File: config.mk
export PLATFORM = sky130hd
export DESIGN_NAME = rx_fifo_unit_flat
export DESIGN_NICKNAME = d
export VERILOG_FILES = /design/src/rtl/rx_fifo_if.sv /design/src/rtl/rx_fifo_unit.sv /design/src/flat_wrapper.sv
export SDC_FILE = /design/constraint.sdc
export NUM_CORES = 1
export LEC_CHECK = 0
export ABC_AREA = 0
export CELL_PAD_IN_SITES_DETAIL_PLACEMENT = 0
export CELL_PAD_IN_SITES_GLOBAL_PLACEMENT = 1
export CORE_AREA = 3 3 120 122
export CTS_BUF_LIST = sky130_fd_sc_hd__clkbuf_16
export DETAILED_ROUTE_END_ITERATION = 6
export DIE_AREA = 0 0 123 125
export GPL_TIMING_DRIVEN = 0
export MAX_ROUTING_LAYER = met4
export PLACE_DENSITY_LB_ADDON = 0.15
export SLEW_MARGIN = 40
export SYNTH_ARGS = -nofsm -noshare
export SYNTH_HDL_FRONTEND = slang
export SYNTH_SLANG_ARGS = --single-unit
File: constraint.sdc
create_clock -name clk -period 3.4 [get_ports clk]
set_input_delay 1.02 -clock clk [delete_from_list [all_inputs] [get_ports clk]]
set_output_delay 1.02 -clock clk [all_outputs]
set_load 0.005 [all_outputs]
File: src/rtl/rx_fifo_if.sv
// Bundle of the receiver-side capture signals and the CPU read port of the
// receive FIFO.
//   slave  : the FIFO unit (consumes rx_data/rx_rs/rd_en/clr_overrun)
//   master : the environment (receiver + CPU) driving the FIFO unit
// Signals: rx_data, rx_rs, rx_over_read, rd_en, dout, empty, full, count,
//          overrun, clr_overrun, irq.
interface rx_fifo_if #(
  parameter int unsigned DEPTH_LOG2 = 3
);
  logic [7:0]          rx_data;
  logic                rx_rs;
  logic                rx_over_read;
  logic                rd_en;
  logic [7:0]          dout;
  logic                empty;
  logic                full;
  logic [DEPTH_LOG2:0] count;
  logic                overrun;
  logic                clr_overrun;
  logic                irq;

  modport slave (
    input  rx_data, rx_rs, rd_en, clr_overrun,
    output rx_over_read, dout, empty, full, count, overrun, irq
  );

  modport master (
    output rx_data, rx_rs, rd_en, clr_overrun,
    input  rx_over_read, dout, empty, full, count, overrun, irq
  );
endinterface

File: src/rtl/rx_fifo_unit.sv
// Receive buffer behind the MiniUart receiver. Synchronizes the receiver's
// byte-available flag, captures its byte into a show-ahead FIFO and returns a
// one-cycle read-over pulse that clears the flag.
// Ports:
//   clk  : system clock
//   rst  : asynchronous active-high reset
//   bus  : rx_fifo_if.slave (receiver capture side + CPU read port + status)
module rx_fifo_unit #(
  parameter int unsigned DEPTH_LOG2 = 3,
  parameter int unsigned IRQ_LEVEL  = 1
) (
  input  logic       clk,
  input  logic       rst,
  rx_fifo_if.slave   bus
);
  localparam int unsigned DEPTH = 1 << DEPTH_LOG2;
  localparam int unsigned CW    = DEPTH_LOG2 + 1;

  typedef enum logic [1:0] {StIdle, StPush, StAck, StWaitLow} state_e;

  state_e                state_q, state_d;
  logic                  rs_s1, rs_s2;
  logic [7:0]            mem [DEPTH];
  logic [DEPTH_LOG2-1:0] rd_ptr_q, wr_ptr_q;
  logic [CW-1:0]         count_q, count_d;
  logic                  overrun_q, overrun_d;
  logic                  pop, push_cycle, push_ok, drop;

  // rx_rs comes from a derived clock domain and is cleared asynchronously.
  always_ff @(posedge clk or posedge rst) begin
    if (rst) begin
      rs_s1 <= 1'b0;
      rs_s2 <= 1'b0;
    end else begin
      rs_s1 <= bus.rx_rs;
      rs_s2 <= rs_s1;
    end
  end

  always_ff @(posedge clk or posedge rst) begin
    if (rst) state_q <= StIdle;
    else     state_q <= state_d;
  end

  always_comb begin
    state_d = state_q;
    unique case (state_q)
      StIdle:    if (rs_s2) state_d = StPush;
      StPush:    state_d = StAck;
      StAck:     state_d = StWaitLow;
      // Wait for the flag to fall so one byte is never captured twice.
      StWaitLow: if (!rs_s2) state_d = StIdle;
      default:   state_d = StIdle;
    endcase
  end

  assign pop        = bus.rd_en && (count_q != '0);
  assign push_cycle = (state_q == StPush);
  // A same-cycle pop frees a slot, so a full FIFO still accepts the byte.
  assign push_ok    = push_cycle && ((count_q != CW'(DEPTH)) || pop);
  assign drop       = push_cycle && !push_ok;

  always_comb begin
    count_d = count_q;
    if (push_ok && !pop)      count_d = count_q + 1'b1;
    else if (!push_ok && pop) count_d = count_q - 1'b1;
  end

  always_comb begin
    overrun_d = overrun_q;
    if (drop)                 overrun_d = 1'b1;
    else if (bus.clr_overrun) overrun_d = 1'b0;
  end

  always_ff @(posedge clk or posedge rst) begin
    if (rst) begin
      rd_ptr_q  <= '0;
      wr_ptr_q  <= '0;
      count_q   <= '0;
      overrun_q <= 1'b0;
    end else begin
      if (pop)     rd_ptr_q <= rd_ptr_q + 1'b1;
      if (push_ok) wr_ptr_q <= wr_ptr_q + 1'b1;
      count_q   <= count_d;
      overrun_q <= overrun_d;
    end
  end

  // Storage carries no reset; contents are meaningless while empty.
  always_ff @(posedge clk) begin
    if (push_ok) mem[wr_ptr_q] <= bus.rx_data;
  end

  assign bus.rx_over_read = (state_q == StAck);
  assign bus.dout         = mem[rd_ptr_q];
  assign bus.count        = count_q;
  assign bus.empty        = (count_q == '0);
  assign bus.full         = (count_q == CW'(DEPTH));
  assign bus.overrun      = overrun_q;
  assign bus.irq          = (count_q >= CW'(IRQ_LEVEL)) || overrun_q;
endmodule
File: src/flat_wrapper.sv
// flat-port wrapper written by rule: the top's interface ports become plain ports
module rx_fifo_unit_flat 
#(
  parameter int unsigned DEPTH_LOG2 = 3,
  parameter int unsigned IRQ_LEVEL  = 1
)
  (clk, rst, bus_rx_data, bus_rx_rs, bus_rd_en, bus_clr_overrun, bus_rx_over_read, bus_dout, bus_empty, bus_full, bus_count, bus_overrun, bus_irq);
  rx_fifo_if #(.DEPTH_LOG2(DEPTH_LOG2)) bus_i ();
  input  logic clk;
  input  logic rst;
  input wire logic [$bits(bus_i.rx_data)-1:0] bus_rx_data;
  input wire logic [$bits(bus_i.rx_rs)-1:0] bus_rx_rs;
  input wire logic [$bits(bus_i.rd_en)-1:0] bus_rd_en;
  input wire logic [$bits(bus_i.clr_overrun)-1:0] bus_clr_overrun;
  output wire logic [$bits(bus_i.rx_over_read)-1:0] bus_rx_over_read;
  output wire logic [$bits(bus_i.dout)-1:0] bus_dout;
  output wire logic [$bits(bus_i.empty)-1:0] bus_empty;
  output wire logic [$bits(bus_i.full)-1:0] bus_full;
  output wire logic [$bits(bus_i.count)-1:0] bus_count;
  output wire logic [$bits(bus_i.overrun)-1:0] bus_overrun;
  output wire logic [$bits(bus_i.irq)-1:0] bus_irq;
  assign bus_i.rx_data = bus_rx_data;
  assign bus_i.rx_rs = bus_rx_rs;
  assign bus_i.rd_en = bus_rd_en;
  assign bus_i.clr_overrun = bus_clr_overrun;
  assign bus_rx_over_read = bus_i.rx_over_read;
  assign bus_dout = bus_i.dout;
  assign bus_empty = bus_i.empty;
  assign bus_full = bus_i.full;
  assign bus_count = bus_i.count;
  assign bus_overrun = bus_i.overrun;
  assign bus_irq = bus_i.irq;
  rx_fifo_unit #(.DEPTH_LOG2(DEPTH_LOG2), .IRQ_LEVEL(IRQ_LEVEL)) u_core (.clk(clk), .rst(rst), .bus(bus_i));
endmodule
==> flow_metrics.tcl <==
set metrics [dict create \
    nets 243 \
    rows 42 \
    clock_sinks 79 \
    synth_largest_area_cell "edfxtp_1" \
    dieHeight_um 125 \
    critPathArrivalTime_ps 2270 \
    synthArstFlopShare 0.190 \
    ant_nets 0 \
    rsz0062_at_grt "no" \
    fin_area_um2 4210 \
    synth_fa_ha_area_frac 0.0452 \
    maxCapViolations 0 \
    synthXorXnorAreaFrac 0.0211 \
    wirelength_um 6470 \
    first_pass_iters 4 \
    slew_viol_final 0 \
    crit_type "reg2out" \
    dp_slack_ps 114 \
    clk_path_buf_depth 2 \
    tns_ps 0 \
    fin_ws_ps 110 \
    synth.avg_cell_area_um2 19.0 \
    hold_viol 0 \
    ir_worst_vdd_uv 376 \
    synthMuxAreaShare 0.166 \
    nFillCells 1292 \
    core-area_um2 13300 \
    max_freq_mhz 304 \
    cts_buffers 9 \
    hp-class "reg2reg" \
    slew-limit-headroom 0.493 \
    worstSetupEndpointType "output port" \
    dieWidth_um 123 \
    status "finished, final reports clean" \
    syn_area_um2 3320 \
    synth_top_area_share 0.578 \
    post_drt_via_cell_ratio 4.09 \
    ctsHoldBuffers 0 \
    p_switching_w 0.00101 \
    dieArea_um2 15400 \
    finalCritPeriodShare 0.968 \
    synth_enable_flop_cells 64 \
    holdWs_ps 354 \
    ctsRootBufferMaster "clkbuf_16" \
    routedWlPerCell_um 16.3 \
    place_hpwl_um 4220 \
    cts_htree_levels 3 \
    grt_pass1_vias 1688 \
    diodes 0 \
    synth_ff_type "edfxtp_1" \
    dpl_cell_area_um2 3870 \
    gr-usage-all-layers 0.0926 \
    clk_latency_ps 330 \
    synth_cell_types 29 \
    grt_max_degree 16 \
    io_pins 30 \
    cts_tree "built" \
    ys_seq_area_frac 0.691 \
    synth_top_family_by_area "multiplexers" \
    finalClockSkew_ps 3.95 \
    path_max_fanout 10 \
    drive_gt1_frac 0.176 \
    grt_overflow 0 \
    powerDensity_nw_per_um2 846 \
    synth_cells 175 \
    yosys_warnings 0 \
    post-route-util 0.316 \
    clkPwrFrac 0.274 \
    clkTransAtPathRegs_ps 50 \
    period_minus_slack_ps 3290 \
    cp.required_ps 2380 \
    combPwrFrac 0.345 \
    setup_viol 0 \
    dr_total_vias 1625 \
    yosys.area_share.simple 0.0399 \
    routabilityCongestion 0.634 \
    drt_iter0_markers 42 \
    ys_seq_elements 79 \
    seq_power_share 0.381 \
    p_int_w 0.00255 \
    cp-start-kind "flop" \
    total_leakage_power_nw 1.49 \
    area_growth_syn_to_layout_pct 26.6 \
    synth_compound_area_frac 0.0132 \
    io_buffers 29 \
    synth_area_leaders "edfxtp_1, mux4_1, dfrtp_1" \
    swShare 0.282 \
    max_slew.worst_pin.slew_ps 760 \
    synth_most_common_cell "edfxtp_1" \
    antenna_found_initial 0 \
    synth_nets 200 \
    grt_pass1_wl_um 9750 \
    initial_utilization 0.250 \
    drc 0 \
    synth_common_cells "edfxtp_1, mux4_1, dfrtp_1" \
]
-- power by group through the flow --
stage | registers, W | clock network (W) | logic, W
final | 0.00136 | 0.000974 | 0.00123
after global routing | 0.00138 | 0.00104 | 0.00135
after CTS | 0.00136 | 0.00100 | 0.00123
after detailed placement | 0.00135 | 0 | 0.00124
after global placement | 0.00135 | 0 | 0.00122
after floorplan | 0.00132 | 0 | 0.000735
-- path summary, 6_finish.rpt --
path,from,to,slack (ps),cells after the start
max in group asynchronous,rst,u_core.rd_ptr_q[2]$_DFFE_PP0P_,1930,2
min in group asynchronous,rst,u_core.bus.overrun$_DFFE_PP0P_,1050,2
min,u_core.rs_s1$_DFF_PP0_,u_core.rs_s2$_DFF_PP0_,350,0
max reg2reg,u_core.bus.count[0]$_DFFE_PP0P_,u_core.bus.count[3]$_DFFE_PP0P_,1090,9
max,u_core.rd_ptr_q[1]$_DFFE_PP0P_,bus_dout[3],110,5
min reg2reg,u_core.rs_s1$_DFF_PP0_,u_core.rs_s2$_DFF_PP0_,350,0
-- state kept, by name, indices dropped and copies added, names as in the netlist --
register and flops:
u_core.bus.overrun 1, u_core.mem 64, u_core.rs_s2 1, u_core.bus.count 4
u_core.rd_ptr_q 3, u_core.rs_s1 1, u_core.wr_ptr_q 3, u_core.state_q 2
-- routing by layer --
metal,part of all wire,track usage,vias up
li1,-,-,778
met1,0.46,0.118,811
met2,0.49,0.139,26
met3,0.033,0.0285,10
met4,0.019,0.0352,0
met5,0,-,-
-- cells by family (layout without fill, tap and decap cells) --
family                     Yosys count  in the layout
DFF                                 79             79
buffers and inverters               14             60
adders and majority gates           12             12
xor gates and xnor gates             8              8
and+or+nand+nor                     26             26
AOI/OAI and AO/OA                    8              8
muxes                               28             28
-- layout make-up --
| cell class | instances | area, um2 | area share |
|---|---|---|---|
| sequential | 79 | 2300 | 0.546 |
| multi-input combinational | 82 | 975 | 0.232 |
| timing repair buffer | 33 | 333 | 0.0791 |
| clock buffer | 9 | 225 | 0.0535 |
| tap | 176 | 220 | 0.0523 |
| clock inverter | 5 | 76.3 | 0.0181 |
| buffer | 4 | 46.3 | 0.0110 |
| inverter | 9 | 33.8 | 0.00803 |
-- worst max-delay path, cell delays in order, from the launching register on --
cell and delay (ps):
dfrtp_1 380, buf_8 130, buf_12 140, mux4_1 540
mux2_2 300, clkdlybuf4s50_1 460
-- stage by stage --
step | std cells | power, W
6_report | 397 | 0.00356
5_1_grt | 397 | 0.00377
4_1_cts | 395 | 0.00359
3_5_place_dp | 382 | 0.00260
3_3_place_gp | 380 | 0.00257
2_1_floorplan | 175 | 0.00206
-- layout by cell type, fill, tap and decap left out, drive strengths merged, types with 2 or more instances in the layout --
master,netlist,layout
xor2,2,2
buf,4,8
inv,9,10
ha,12,12
bufinv,0,2
mux2,10,10
clkdlybuf4s50,0,29
nor2,9,9
dfrtp,15,15
o21ai,5,5
xnor2,6,6
nand3,2,2
nand2b,3,3
mux2i,2,2
nand2,5,5
nor3,2,2
mux4,16,16
edfxtp,64,64
clkbuf,1,9
-- what timing repair did --
action,4_1_cts,5_1_grt
endpoints found under the setup margin,8,8
resized for setup,1,2
buffers inserted,0,2
No activity file was read; power rests on OpenSTA's default activity.
